## src/rtl/adc_sequencer.sv

```systemverilog
`timescale 1ns/1ps
// Purpose: shares one 12-bit ADC between two player sensors and publishes both readings atomically once per game tick.
// Latency: tick wrap at T -> game_tick at T+6 with a zero-wait ADC (T+10 when ADC_AVG_EN averages two samples per channel).
// Backpressure: waits for adc_ready before starting a pair; one tick is held pending, further ticks raise sticky overrun.
module adc_sequencer #(
  parameter int TICK_DIV = 1000000,
  parameter int TIMEOUT  = 1023
) (
  input  logic        clk,
  input  logic        reset,
  input  logic        enable,
  input  logic        adc_ready,
  output logic        adc_start,
  output logic        adc_chan,
  input  logic        adc_done,
  input  logic [11:0] adc_data,
  output logic [11:0] p1data,
  output logic [11:0] p2data,
  output logic        game_tick,
  output logic        overrun,
  output logic        timeout_err
);

  localparam int CNT_W = $clog2(TICK_DIV);
  localparam int WD_W  = $clog2(TIMEOUT + 1);
  localparam logic [CNT_W-1:0] CNT_LAST = CNT_W'(TICK_DIV - 1);
  localparam logic [WD_W-1:0]  WD_LAST  = WD_W'(TIMEOUT - 1);

  typedef enum logic [2:0] {IDLE, WAIT, REQ1, CONV1, REQ2, CONV2, PUB} state_t;

  state_t           state;
  state_t           state_nxt;
  logic [CNT_W-1:0] tick_cnt;
  logic             tick_pend;
  logic [WD_W-1:0]  wd_cnt;
  logic [11:0]      s1;
  logic             wrap;
  logic             take;
  logic             in_conv;
  logic             conv_ok;
  logic             wd_exp;
  logic             last_pass;
  logic [11:0]      sample;

  assign wrap    = enable && (tick_cnt == CNT_LAST);
  assign take    = (state == WAIT) && enable && tick_pend && adc_ready;
  assign in_conv = (state == CONV1) || (state == CONV2);
  assign conv_ok = in_conv && adc_done;
  // A done strobe on the expiry cycle takes priority over the watchdog.
  assign wd_exp  = in_conv && !adc_done && (wd_cnt == WD_LAST);

`ifdef ADC_AVG_EN
  logic        second;
  logic [11:0] first_smp;
  logic [12:0] sum;

  assign sum       = {1'b0, first_smp} + {1'b0, adc_data};
  assign sample    = sum[12:1];
  assign last_pass = second;

  // Track which of the two back-to-back samples is in flight and hold the first one.
  always_ff @(posedge clk or negedge reset) begin
    if (!reset) begin
      second    <= 1'b0;
      first_smp <= '0;
    end else if (conv_ok) begin
      second    <= !second;
      first_smp <= adc_data;
    end else if (wd_exp) begin
      second    <= 1'b0;
    end
  end
`else
  assign sample    = adc_data;
  assign last_pass = 1'b1;
`endif

  // State register.
  always_ff @(posedge clk or negedge reset) begin
    if (!reset) state <= IDLE;
    else        state <= state_nxt;
  end

  // Next-state decode; the ADC handshake is decoded straight from the state.
  always_comb begin
    state_nxt = state;
    adc_start = 1'b0;
    adc_chan  = 1'b0;
    case (state)
      IDLE:  if (enable) state_nxt = WAIT;
      WAIT: begin
        if (!enable)                      state_nxt = IDLE;
        else if (tick_pend && adc_ready)  state_nxt = REQ1;
      end
      REQ1: begin
        adc_start = 1'b1;
        state_nxt = CONV1;
      end
      CONV1: begin
        if (adc_done)    state_nxt = last_pass ? REQ2 : REQ1;
        else if (wd_exp) state_nxt = WAIT;
      end
      REQ2: begin
        adc_start = 1'b1;
        adc_chan  = 1'b1;
        state_nxt = CONV2;
      end
      CONV2: begin
        adc_chan = 1'b1;
        if (adc_done)    state_nxt = last_pass ? PUB : REQ2;
        else if (wd_exp) state_nxt = WAIT;
      end
      PUB:     state_nxt = enable ? WAIT : IDLE;
      default: state_nxt = IDLE;
    endcase
  end

  // Tick divider with a one-deep pending tick; a second tick while pending is dropped and flagged.
  always_ff @(posedge clk or negedge reset) begin
    if (!reset) begin
      tick_cnt  <= '0;
      tick_pend <= 1'b0;
      overrun   <= 1'b0;
    end else begin
      if (!enable || wrap) tick_cnt <= '0;
      else                 tick_cnt <= tick_cnt + CNT_W'(1);
      if (wrap) begin
        if (tick_pend && !take) overrun <= 1'b1;
        tick_pend <= 1'b1;
      end else if (take) begin
        tick_pend <= 1'b0;
      end
    end
  end

  // Conversion watchdog; restarts on every CONV entry because a REQ cycle always precedes it.
  always_ff @(posedge clk or negedge reset) begin
    if (!reset) begin
      wd_cnt      <= '0;
      timeout_err <= 1'b0;
    end else begin
      wd_cnt <= in_conv ? wd_cnt + WD_W'(1) : '0;
      if (wd_exp) timeout_err <= 1'b1;
    end
  end

  // Shadow player 1 and publish both players on the same edge that enters PUB.
  always_ff @(posedge clk or negedge reset) begin
    if (!reset) begin
      s1        <= '0;
      p1data    <= '0;
      p2data    <= '0;
      game_tick <= 1'b0;
    end else begin
      if (conv_ok && last_pass && (state == CONV1)) s1 <= sample;
      if (conv_ok && last_pass && (state == CONV2)) begin
        p1data <= s1;
        p2data <= sample;
      end
      game_tick <= (state_nxt == PUB);
    end
  end

endmodule

```

## config.mk

```make
export PLATFORM = sky130hd
export DESIGN_NAME = adc_sequencer
export DESIGN_NICKNAME = d
export VERILOG_FILES = /design/src/rtl/adc_sequencer.sv
export SDC_FILE = /design/constraint.sdc
export NUM_CORES = 1
export LEC_CHECK = 0
export BUFFER_PORTS_ARGS = -buffer_cell sky130_fd_sc_hd__clkbuf_2
export CORE_ASPECT_RATIO = 1.25
export CORE_MARGIN = 2
export CORE_UTILIZATION = 59
export DETAILED_ROUTE_END_ITERATION = 10
export GPL_TIMING_DRIVEN = 0
export PLACE_DENSITY = 0.9
export SLEW_MARGIN = 20
export SYNTH_ARGS = -nofsm -noshare
export SYNTH_HDL_FRONTEND = slang
export SYNTH_SLANG_ARGS = --single-unit
```

## constraint.sdc

```tcl
create_clock -name clk -period 3.08 [get_ports clk]
set_input_delay 0.616 -clock clk [delete_from_list [all_inputs] [get_ports clk]]
set_output_delay 0.616 -clock clk [all_outputs]
set_load 0.01 [all_outputs]
```

==> PnR_summary.wiki, run 1 <==
{| class="wikitable"
! Metric !! Value
|-
| Result of the run || finished, final reports clean
|-
| # H-tree levels || 3
|-
| Top Ports || 46
|-
| P_leak || 0.00180 µW
|-
| CORE AREA || 5120 µm²
|-
| Share of cells above drive strength 1 || 33.0%
|-
| FF+latch count, synth || 73
|-
| Post-synth cell types || 38
|-
| Count of warnings emitted by yosys || 0
|-
| Normalized max-slew margin || 59.2%
|-
| Min-delay worst type || primary input to asynchronous set/reset pin
|-
| Power density over the cells || approximately 480 nW/µm²
|-
| Clock transition time at the flip-flop clock pins of the worst setup and hold paths || 80 ps
|-
| Endpoint required time on the critical path || 3310 ps
|-
| Slew of the pin with the lowest slew margin || 612 ps
|-
| Per-instance average area after synthesis || 12.0 µm²
|-
| Sequential cell area in the final layout || about 1800 µm²
|-
| Number of global-route vias before repair || 2251
|-
| HPWL after detailed placement || between 4000 and 5000 µm
|-
| Largest net degree at the start of global routing || 48
|-
| Count of cells along the worst register-to-register path || 6
|-
| Flip-flop cell with the highest count after synthesis || dfrtp_1
|-
| Overall die area || between 5000 and 6000 µm²
|-
| Number of violations of the max-capacitance limit || 0
|-
| Row Count || 29
|-
| CTS resizes || 0
|-
| Register-to-register setup slack || about 820 ps
|-
| Clock tree from TritonCTS || yes
|-
| WP data arrival || 2490 ps
|-
| Share of the synthesized area in the top cell type || 58.2%
|-
| Design Area, Final || roughly 3700 µm²
|-
| Setup crit start kind || flip-flop
|-
| Max VDD drop || 0.000499 V
|-
| Worst flop-to-flop path startpoint || tick_cnt[0]
|-
| Cell with the biggest individual delay on the critical path || or4_1
|-
| Worst-case clock buffer depth || 2
|-
| Later-pin clock latency in the skew report || 360 ps
|-
| Total routing usage reported by global routing || 22.2%
|-
| Count of antenna diodes in the layout || 0
|-
| Maximum single-stage delay on the critical path || between 500 and 600 ps
|-
| Detailed-router iteration count before antenna repair || 4
|-
| Syn Nets || roughly 280
|-
| Critical path fanouts, max || 10
|-
| Number of setup violations in the final report || 0
|-
| Total wirelength of the detailed-routed design || 6030 µm
|-
| Grt ovf || 0
|-
| Skew final || 9.68 ps
|-
| CTS Buf Count || 9
|-
| Initial antenna violation count || 0
|-
| Residual DRC count || 0
|-
| Type of destination of the critical path || flip-flop
|-
| Post-detailed-route wirelength per cell || 15.6 µm
|-
| DRC marker count from the first detailed-route iteration || 128
|-
| Hold buffer count at cts || 0
|-
| Max frequency || 442 MHz
|-
| Final antenna-violating net count || 0
|-
| Unrepaired setup endpoints after global routing || no
|-
| Number of hold violations in the final report || 0
|-
| Port-buffer cells || 45
|-
| Synth top area cells || dfrtp_1 58%, mux2_2 13%, xor2_1 3.3%, nor2_1 3.2%, nand3_1 2.6%
|-
| Combined area of the multi-input logic cells || about 1200 µm²
|-
| Final layout net count || ~340
|-
| Die X-Extent || ~70 µm
|-
| Sequential-to-total area share from yosys stat || between 50% and 60%
|-
| Cell chosen for the clock root || clkbuf_8
|-
| TritonCTS Sinks || between 70 and 80
|-
| Instance area after placement || 3470 µm²
|-
| Shortest clock period the worst path allows after layout || about 2300 ps
|-
| Critical R2R Capture || tick_cnt[13]
|-
| Cell accounting for the most synthesized area || dfrtp_1
|-
| Ordered list of cells on the worst path || ha_1 > nand2_1 > or4_1 > o21ai_0 > clkbuf_1 > nor2_1
|-
| Final weighted congestion of routability-driven global placement || approximately 0.85
|-
| Syn-to-layout area delta || 17.1%
|-
| Most frequent cell after synthesis || dfrtp_1
|-
| Filler Cell Count || about 340
|-
| Post-Route Setup TNS || 0 ps
|-
| Die boundary height || 85.6 µm
|-
| Wire length of the first global-routing pass || 10300 µm
|-
| DR vias || 2179
|-
| Initial standard-cell utilization of the core || about three fifths
|-
| Number of flops mapped to enable cells by yosys || 0
|-
| Class of the most critical setup path || flip-flop to flip-flop
|-
| Post-Syn Area || 3140 µm²
|-
| Number of max-slew violations in the final report || 0
|-
| Asr flop ratio synth || 100%
|-
| Synthesized instance count || 262
|-
| Fraction of the cycle the final worst path needs || 73.4%
|-
| Vias per inst || approximately 5.6
|-
| Top cells by instance count after synthesis || 73 x dfrtp_1, 36 x mux2_2, 27 x nor2_1, 16 x nand2_1, 16 x nand3_1
|-
| Setup fix buffers added after clock tree synthesis || 0
|}
==> how the worst max path moves through the flow <==
stage	from	end	slack (ps)
6_report	tick_cnt[0]	tick_cnt[13]	820
5_1_grt	tick_cnt[0]	tick_cnt[11]	560
4_1_cts	tick_cnt[0]	tick_cnt[12]	820
3_5_place_dp	tick_cnt[0]	tick_cnt[12]	800
3_3_place_gp	reset	p1data[6]	860
2_1_floorplan	tick_cnt[0]	tick_cnt[10]	1190
==> state kept, by name, summed over array words and instances, names as in the netlist <==
register,count
tick_cnt,20
p1data,12
p2data,12
s1,12
wd_cnt,10
state,3
game_tick,1
overrun,1
tick_pend,1
timeout_err,1
==> layout make-up <==
type                       instances  share of cell area, %
buffer                             8                  0.885
clock buffer                       9                   3.37
clock inverter                     7                   2.15
inverter                           9                  0.919
multi-input combinational        172                   33.9
sequential                        73                   49.7
tap                               62                   2.11
timing repair buffer              46                   6.95
==> per-stage QoR <==
| step | std cells | power, µW | util [%] | setup slack (ps) | hold slack [ps] |
|---|---|---|---|---|---|
| floorplan | 262 | 997 | - | 1190 | 320 |
| global placement | 369 | 1030 | 67.3 | 863 | 454 |
| detailed placement | 370 | 1040 | 67.9 | 803 | 462 |
| CTS | 386 | 1790 | 71.8 | 815 | 213 |
| global route | 386 | 1850 | 71.8 | 556 | 232 |
| finish | 386 | 1780 | 71.8 | 819 | 203 |
==> critical path, delay by kind of cell (launching register included) <==
kind	cells	cell delay (ps)
AO/OA/AOI/OAI	1	210
AND/OR/NAND/NOR	3	830
flip-flops	1	430
buffers and inverters	1	400
adder cells (fa/ha/maj)	1	260
==> cell usage in the layout, fill, tap and decap left out, drive strengths merged, types with 4 or more instances in the layout <==
| cell | n |
|---|---|
| nand2 | 16 |
| nor2 | 27 |
| nor4 | 6 |
| a21oi | 8 |
| xnor2 | 8 |
| inv | 11 |
| xor2 | 12 |
| clkbuf | 60 |
| o21ai | 5 |
| mux2 | 36 |
| or4 | 4 |
| nand4 | 4 |
| dfrtp | 73 |
| nand3 | 17 |
==> kinds of logic (layout without fill, tap and decap cells) <==
group                      Yosys count  after routing  synth area share (%)
AOI/OAI and AO/OA                   22             22                  4.58
buffers and inverters               17             79                  2.11
and+or+nand+nor                     91             91                  15.4
muxes                               36             36                  12.9
xor gates and xnor gates            20             20                  5.58
adders and majority gates            3              3                  1.20
DFF                                 73             73                  58.2
==> power by group <==
group | switching (µW) | internal [µW] | total, µW
Clock | 381 | 382 | 762
Sequential | 4.85 | 961 | 966
Combinational | 34.6 | 16.9 | 51.5
Total | 420 | 1360 | 1780
==> layer usage <==
metal / global-route usage [%] / part of all wire [%]
met1: 27.6 / 42
met2: 37.8 / 52
met3: 3.53 / 3.3
met4: 11.4 / 2.9
met5: 0 / 0
Power figures use the tool's default switching activity.
==> run 2, diff against run 1 <==
--- a/config.mk
+++ b/config.mk
@@ -5,13 +5,14 @@
 export SDC_FILE = /design/constraint.sdc
 export NUM_CORES = 1
 export LEC_CHECK = 0
+export ABC_AREA = 1
 export BUFFER_PORTS_ARGS = -buffer_cell sky130_fd_sc_hd__clkbuf_2
 export CORE_ASPECT_RATIO = 1.25
 export CORE_MARGIN = 2
-export CORE_UTILIZATION = 59
+export CORE_UTILIZATION = 57
 export DETAILED_ROUTE_END_ITERATION = 10
 export GPL_TIMING_DRIVEN = 0
-export PLACE_DENSITY = 0.9
+export PLACE_DENSITY = 0.87
 export SLEW_MARGIN = 20
 export SYNTH_ARGS = -nofsm -noshare
 export SYNTH_HDL_FRONTEND = slang
==> constraint.sdc (replaced) <==
create_clock -name clk -period 2.4 [get_ports clk]
set_input_delay 0.48 -clock clk [delete_from_list [all_inputs] [get_ports clk]]
set_output_delay 0.48 -clock clk [all_outputs]
set_load 0.01 [all_outputs]
==> run 2 against run 1 <==
Compared with the run above:
- critical path depth is the same
- die area grew 11%
- flip-flop and latch count is the same
- sequential power grew 76%
- worst hold slack lost 88 ps
- synthesized area grew 8.3%
- synthesized cell count grew 50%
- clock skew is essentially flat
- sequential share of layout area shrank 3.3 points
- final cell count grew 35%
- first-iteration DRC count grew 77%
- critical endpoint is now adc_start
==> PnR_summary.wiki, run 2 <==
{| class="wikitable"
! Metric !! Value
|-
| Result of the run || finished, final reports clean
|-
| Final antenna-violating net count || 0
|-
| DR vias || 2775
|-
| Critical path fanouts, max || 4
|-
| Later-pin clock latency in the skew report || 340 ps
|-
| Max VDD drop || 0.000652 V
|-
| Port-buffer cells || 45
|-
| CTS Buf Count || 9
|-
| Count of antenna diodes in the layout || 0
|-
| Normalized max-slew margin || 68.4%
|-
| Number of violations of the max-capacitance limit || 0
|-
| Share of the synthesized area in the top cell type || 53.7%
|-
| Number of setup violations in the final report || 0
|-
| # H-tree levels || 3
|-
| Syn-to-layout area delta || 15.7%
|-
| Cell with the biggest individual delay on the critical path || dfrtp_1
|-
| P_leak || roughly 0.002 µW
|-
| Top Ports || 46
|-
| Post-synth cell types || 28
|-
| Largest register FFs || 20
|-
| DRC marker count from the first detailed-route iteration || between 200 and 250
|-
| Count of warnings emitted by yosys || 0
|-
| Number of max-slew violations in the final report || 0
|-
| Syn Nets || 412
|-
| WP data arrival || approximately 1300 ps
|-
| Largest net degree at the start of global routing || 41
|-
| Class of the most critical setup path || flip-flop to primary output
|-
| Die X-Extent || 73.1 µm
|-
| Row Count || 31
|-
| Final layout net count || between 400 and 500
|-
| Total routing usage reported by global routing || 24.1%
|-
| Die boundary height || between 90 and 100 µm
|-
| Type of destination of the critical path || primary output
|-
| Wire length of the first global-routing pass || 12600 µm
|-
| Grt ovf || 0
|-
| Ordered list of cells on the worst path || inv_1 > nand2_1 > nand2_1 > nand2_1 > inv_1 > clkbuf_2
|-
| Hold buffer count at cts || 0
|-
| Most frequent cell after synthesis || nand2_1
|-
| Maximum single-stage delay on the critical path || 410 ps
|-
| Synth top area cells || dfrtp_1 54%, nand2_1 13%, nor2_1 6.4%, o21ai_0 5.3%, mux2_4 4.4%
|-
| CORE AREA || a little under 6000 µm²
|-
| Cell accounting for the most synthesized area || dfrtp_1
|-
| CTS resizes || 0
|-
| Sequential-to-total area share from yosys stat || 53.7%
|-
| Flip-flop cell with the highest count after synthesis || dfrtp_1
|-
| Endpoint required time on the critical path || 1920 ps
|-
| Top cells by instance count after synthesis || 115 x nand2_1, 73 x dfrtp_1, 58 x nor2_1, 36 x o21ai_0, 29 x inv_1
|-
| Slew of the pin with the lowest slew margin || approximately 470 ps
|-
| Initial antenna violation count || 0
|-
| Library cell appearing most often on the critical path || nand2_1
|-
| Min-delay worst type || primary input to asynchronous set/reset pin
|-
| Overall die area || 6600 µm²
|-
| TritonCTS Sinks || 73
|-
| Register with the highest flop count || tick_cnt
|-
| Worst Hold Slack || 115 ps
|-
| Detailed-router iteration count before antenna repair || 5
|-
| Clock transition time at the flip-flop clock pins of the worst setup and hold paths || 80 ps
|-
| Max frequency || 578 MHz
|-
| Post-Syn Area || 3400 µm²
|-
| Synthesized instance count || 392
|-
| Number of hold violations in the final report || 0
|-
| Cell chosen for the clock root || clkbuf_8
|-
| Fraction of the cycle the final worst path needs || 72.0%
|-
| Power density over the cells || 864 nW/µm²
|-
| Post-detailed-route wirelength per cell || 13.6 µm
|-
| Setup crit start kind || flip-flop
|-
| Clock tree from TritonCTS || yes
|-
| Per-instance average area after synthesis || 8.68 µm²
|-
| Setup fix buffers added after clock tree synthesis || 0
|-
| Total wirelength of the detailed-routed design || 7090 µm
|-
| Share of cells above drive strength 1 || 20.0%
|-
| Skew final || around 10 ps
|-
| Most used cells in the layout excluding fill and tap cells || 115 x nand2_1, 73 x dfrtp_1, 58 x nor2_1
|-
| Asr flop ratio synth || 100%
|-
| Number of global-route vias before repair || 2796
|-
| HPWL after detailed placement || 5130 µm
|-
| Residual DRC count || 0
|-
| Worst-case clock buffer depth || 2
|-
| Initial standard-cell utilization of the core || about three fifths
|-
| Vias per inst || 5.34
|-
| Final weighted congestion of routability-driven global placement || between 0.8 and 0.9
|-
| FF+latch count, synth || 73
|-
| Most common cell after layout, fill and taps aside || nand2_1
|-
| Unrepaired setup endpoints after global routing || no
|-
| Post-Route Setup TNS || 0 ps
|-
| Shortest clock period the worst path allows after layout || 1730 ps
|-
| Number of flops mapped to enable cells by yosys || 0
|}
[run 2: path summary, 6_finish.rpt]
| check | slack, ps | from | cells after the start | end |
|---|---|---|---|---|
| max in group asynchronous | 1730 | reset | 2 | p2data[2] |
| min | 110 | reset | 1 | tick_cnt[3] |
| min reg2reg | 470 | overrun | 2 | overrun |
| min in group clk | 360 | adc_data[10] | 3 | p2data[10] |
| max | 670 | state[2] | 6 | adc_start |
| max reg2reg | 800 | tick_cnt[0] | 8 | tick_cnt[18] |
[run 2: cell families after synthesis]
family                   count (synthesis)  share of synthesized area (%)
adder cells (fa/ha/maj)                  3                           1.10
multiplexers                            12                           5.08
AO/OA/AOI/OAI                           47                           7.28
buffers and inverters                   40                           5.15
XOR/XNOR                                10                           2.58
AND/OR/NAND/NOR                        207                           25.1
flip-flops                              73                           53.7
[run 2: cell type report]
cell class / instances / area, µm²
multi-input combinational: 279 / 1400
inverter: 32 / 120
sequential: 73 / 1830
clock buffer: 9 / 124
fill: 431 / 1850
buffer: 8 / 55.1
clock inverter: 7 / 78.8
tap: 66 / 82.6
timing repair buffer: 46 / 248
[run 2: layer usage]
metal	GRT usage, %	vias to the layer above	share of wire [%]
met5	0	-	0
met4	9.57	0	1.4
met3	4.91	10	4.9
met2	39.0	85	51
met1	31.5	1317	43
li1	-	1363	-
[run 2: worst max-delay path: cells and delay by family (launching register included)]
kind	cells	cell delay [ps]
and+or+nand+nor	3	250
DFF	1	410
buffers and inverters	3	250
[run 2: stage by stage]
stage	power (µW)	setup WS [ps]	std cells	instance area, µm²	util (%)
floorplan	2110	1040	392	3400	-
global route	3590	523	520	3930	68.1
CTS	3420	647	520	3930	68.1
global placement	2400	281	503	3710	64.2
finish	3400	671	520	3930	68.1
detailed placement	2440	796	504	3730	64.6
[run 2: report_power, final]
group	internal (µW)	total [µW]	switching, µW
clock	487	972	485
sequential	1510	1700	185
combinational	331	728	397
total	2330	3400	1070
==> run 3, diff against run 2 <==
==> constraint.sdc (replaced) <==
create_clock -name clk -period 1.8 [get_ports clk]
set_input_delay 0.36 -clock clk [delete_from_list [all_inputs] [get_ports clk]]
set_output_delay 0.36 -clock clk [all_outputs]
set_load 0.01 [all_outputs]
==> run 3 against run 2 <==
Compared with the run above:
- final cell count rose by 0.19%
- final area is 0.25% higher
- count of clock-buffer cells in the layout did not move
- clock skew barely moved
- worst hold slack improved by 120 ps
- die area unchanged
- highest routed layer unchanged
- sequential share of layout area shrank 0.12 points
- via count up 0.65%
- largest power group unchanged
==> PnR_summary.wiki, run 3 (synthesis gave the netlist of run 2 again) <==
{| class="wikitable"
! Metric !! Value
|-
| Result of the run || finished, final reports clean
|-
| Net switching power figure || around 1400 µW
|-
| Number of violations of the max-capacitance limit || 0
|-
| Power density over the cells || 1150 nW/µm²
|-
| Cell chosen for the clock root || clkbuf_8
|-
| Internal cell power || 3110 µW
|-
| Detailed-router iteration count before antenna repair || 5
|-
| DR vias || 2793
|-
| Die boundary height || 90.4 µm
|-
| Total routing usage reported by global routing || between 20 and 25%
|-
| Cell with the biggest individual delay on the critical path || dfrtp_1
|-
| Worst-case clock buffer depth || 2
|-
| Library cell appearing most often on the critical path || nand2_1
|-
| Normalized max-slew margin || 68.5%
|-
| Number of cells in the finished layout apart from fillers || 521
|-
| Initial antenna violation count || 0
|-
| Register with the highest flop count || tick_cnt
|-
| Port-buffer cells || 45
|-
| Row Count || 31
|-
| Post-detailed-route wirelength per cell || roughly 14 µm
|-
| Final weighted congestion of routability-driven global placement || between 0.8 and 0.9
|-
| Largest register FFs || 20
|-
| Syn-to-layout area delta || 16.0%
|-
| Worst Hold Slack || 236 ps
|-
| Slew of the pin with the lowest slew margin || 472 ps
|-
| Relative contribution of sequential cells to total power || approximately 50%
|-
| Initial standard-cell utilization of the core || 58.8%
|-
| WP data arrival || roughly 1300 ps
|-
| Type of destination of the critical path || primary output
|-
| Count of cells along the worst register-to-register path || 8
|-
| Setup crit start kind || flip-flop
|-
| Final antenna-violating net count || 0
|-
| Number of global-route vias before repair || 2802
|-
| DRC marker count from the first detailed-route iteration || 225
|-
| Most common cell after layout, fill and taps aside || nand2_1
|-
| Endpoint required time on the critical path || approximately 1400 ps
|-
| Maximum single-stage delay on the critical path || 410 ps
|-
| Sequential cell area in the final layout || between 1500 and 2000 µm²
|-
| CTS Buf Count || 9
|-
| Later-pin clock latency in the skew report || 340 ps
|-
| TritonCTS Sinks || 73
|-
| Wire length of the first global-routing pass || between 10000 and 15000 µm
|-
| P_leak || 0.00197 µW
|-
| Logic depth of the worst setup path including buffers || 6
|-
| Die X-Extent || ~73 µm
|-
| HPWL after detailed placement || 5130 µm
|-
| Layout Utilization || between 60% and 70%
|-
| Number of setup violations in the final report || 0
|-
| Largest net degree at the start of global routing || 41
|-
| Number of max-slew violations in the final report || 0
|-
| Total wirelength of the detailed-routed design || 7110 µm
|-
| Shortest clock period the worst path allows after layout || 1620 ps
|-
| # H-tree levels || 3
|-
| Skew final || roughly 10 ps
|-
| Max frequency || 618 MHz
|-
| CP bufs+invs || 3
|-
| Filler Cell Count || 431
|-
| Combinational power share || a little over a fifth
|-
| Clock transition time at the flip-flop clock pins of the worst setup and hold paths || 80 ps
|-
| Combined area of the multi-input logic cells || around 1400 µm²
|-
| Fraction of the cycle the final worst path needs || 90.0%
|-
| Most used cells in the layout excluding fill and tap cells || 115 x nand2_1, 73 x dfrtp_1, 58 x nor2_1
|-
| Cell type group with the largest total delay on the critical path || flip-flops
|-
| Ordered list of cells on the worst path || inv_1 > nand2_1 > nand2_1 > nand2_1 > inv_1 > clkbuf_2
|-
| Share of total power consumed by net switching || 31.5%
|-
| Total power draw || 4540 µW
|-
| Hold Path Cell Cnt || 3
|-
| Power share of the clock group || between 20% and 30%
|-
| Final layout net count || 470
|-
| Min-delay worst type || primary input to flip-flop
|-
| Unrepaired setup endpoints after global routing || no
|-
| Residual DRC count || 0
|-
| Cell total after placement || 504
|-
| Class of the most critical setup path || flip-flop to primary output
|-
| Number of hold violations in the final report || 0
|-
| Vias per inst || around 5.4
|-
| Critical path fanouts, max || 4
|-
| Instance area after placement || 3730 µm²
|-
| Clock tree from TritonCTS || yes
|-
| Max VDD drop || approximately 0.00087 V
|-
| Count of antenna diodes in the layout || 0
|-
| Share of cells above drive strength 1 || 20.0%
|-
| Overall die area || approximately 6600 µm²
|-
| Design Area, Final || 3940 µm²
|-
| CTS resizes || 0
|-
| Top Ports || 46
|-
| Grt ovf || 0
|-
| CORE AREA || about 5800 µm²
|}
-- run 3: cell types whose count changed in the layout (fill, tap and decap cells not counted), sizes merged --
| cell | before | now |
|---|---|---|
| dlygate4sd3 | 0 | 1 |
-- run 3: worst register-to-register path: cells and delay by family (launching register included) --
kind          cells  cell delay (ps)
buf+inv           1               60
flops             1              390
simple gates      6              800
fa+ha+maj         1              270
-- run 3: routing by layer --
metal / GRT usage (%) / wire length, µm
met4: 9.57 / 102
met1: 31.5 / 3050
met5: 0 / 0
met3: 4.91 / 329
met2: 39.1 / 3630
-- run 3: final timing paths --
| path | slack [ps] | startpoint | end |
|---|---|---|---|
| setup / recovery | 180 | state[2] | adc_start |
| hold / removal | 240 | adc_data[10] | p2data[10] |
| setup reg to reg | 190 | tick_cnt[0] | tick_cnt[18] |
| hold reg to reg | 470 | overrun | overrun |
| max in group asynchronous | 710 | reset | p2data[2] |
| min in group asynchronous | 530 | reset | tick_cnt[3] |
-- run 3: what timing repair did --
action,CTS,global route
hold buffers,1,0
hold endpoints to repair,21,0
setup buffers,0,0
-- run 3: final cells by class --
class | instances | area share (%)
repair buffers | 47 | 6.54
clock inverters | 7 | 2.00
multi-input cells | 279 | 35.5
flip-flops and latches | 73 | 46.3
plain buffers | 8 | 1.40
clock buffers | 9 | 3.14
well taps | 66 | 2.09
inverters | 32 | 3.05
-- run 3: metrics by stage --
stage	worst slack (ps)	TNS [ps]
floorplan	440	0
CTS	167	0
finish	181	0
global route	10.0	0
detailed placement	196	0
global placement	-199	-14320
-- run 3: power by group through the flow --
| stage | clock (µW) | combinational (µW) | sequential, µW |
|---|---|---|---|
| final | 1300 | 971 | 2270 |
| after global placement | 0 | 931 | 2260 |
| after CTS | 1320 | 984 | 2260 |
| after floorplan | 0 | 483 | 2330 |
| after detailed placement | 0 | 976 | 2270 |
| after global routing | 1390 | 1080 | 2310 |
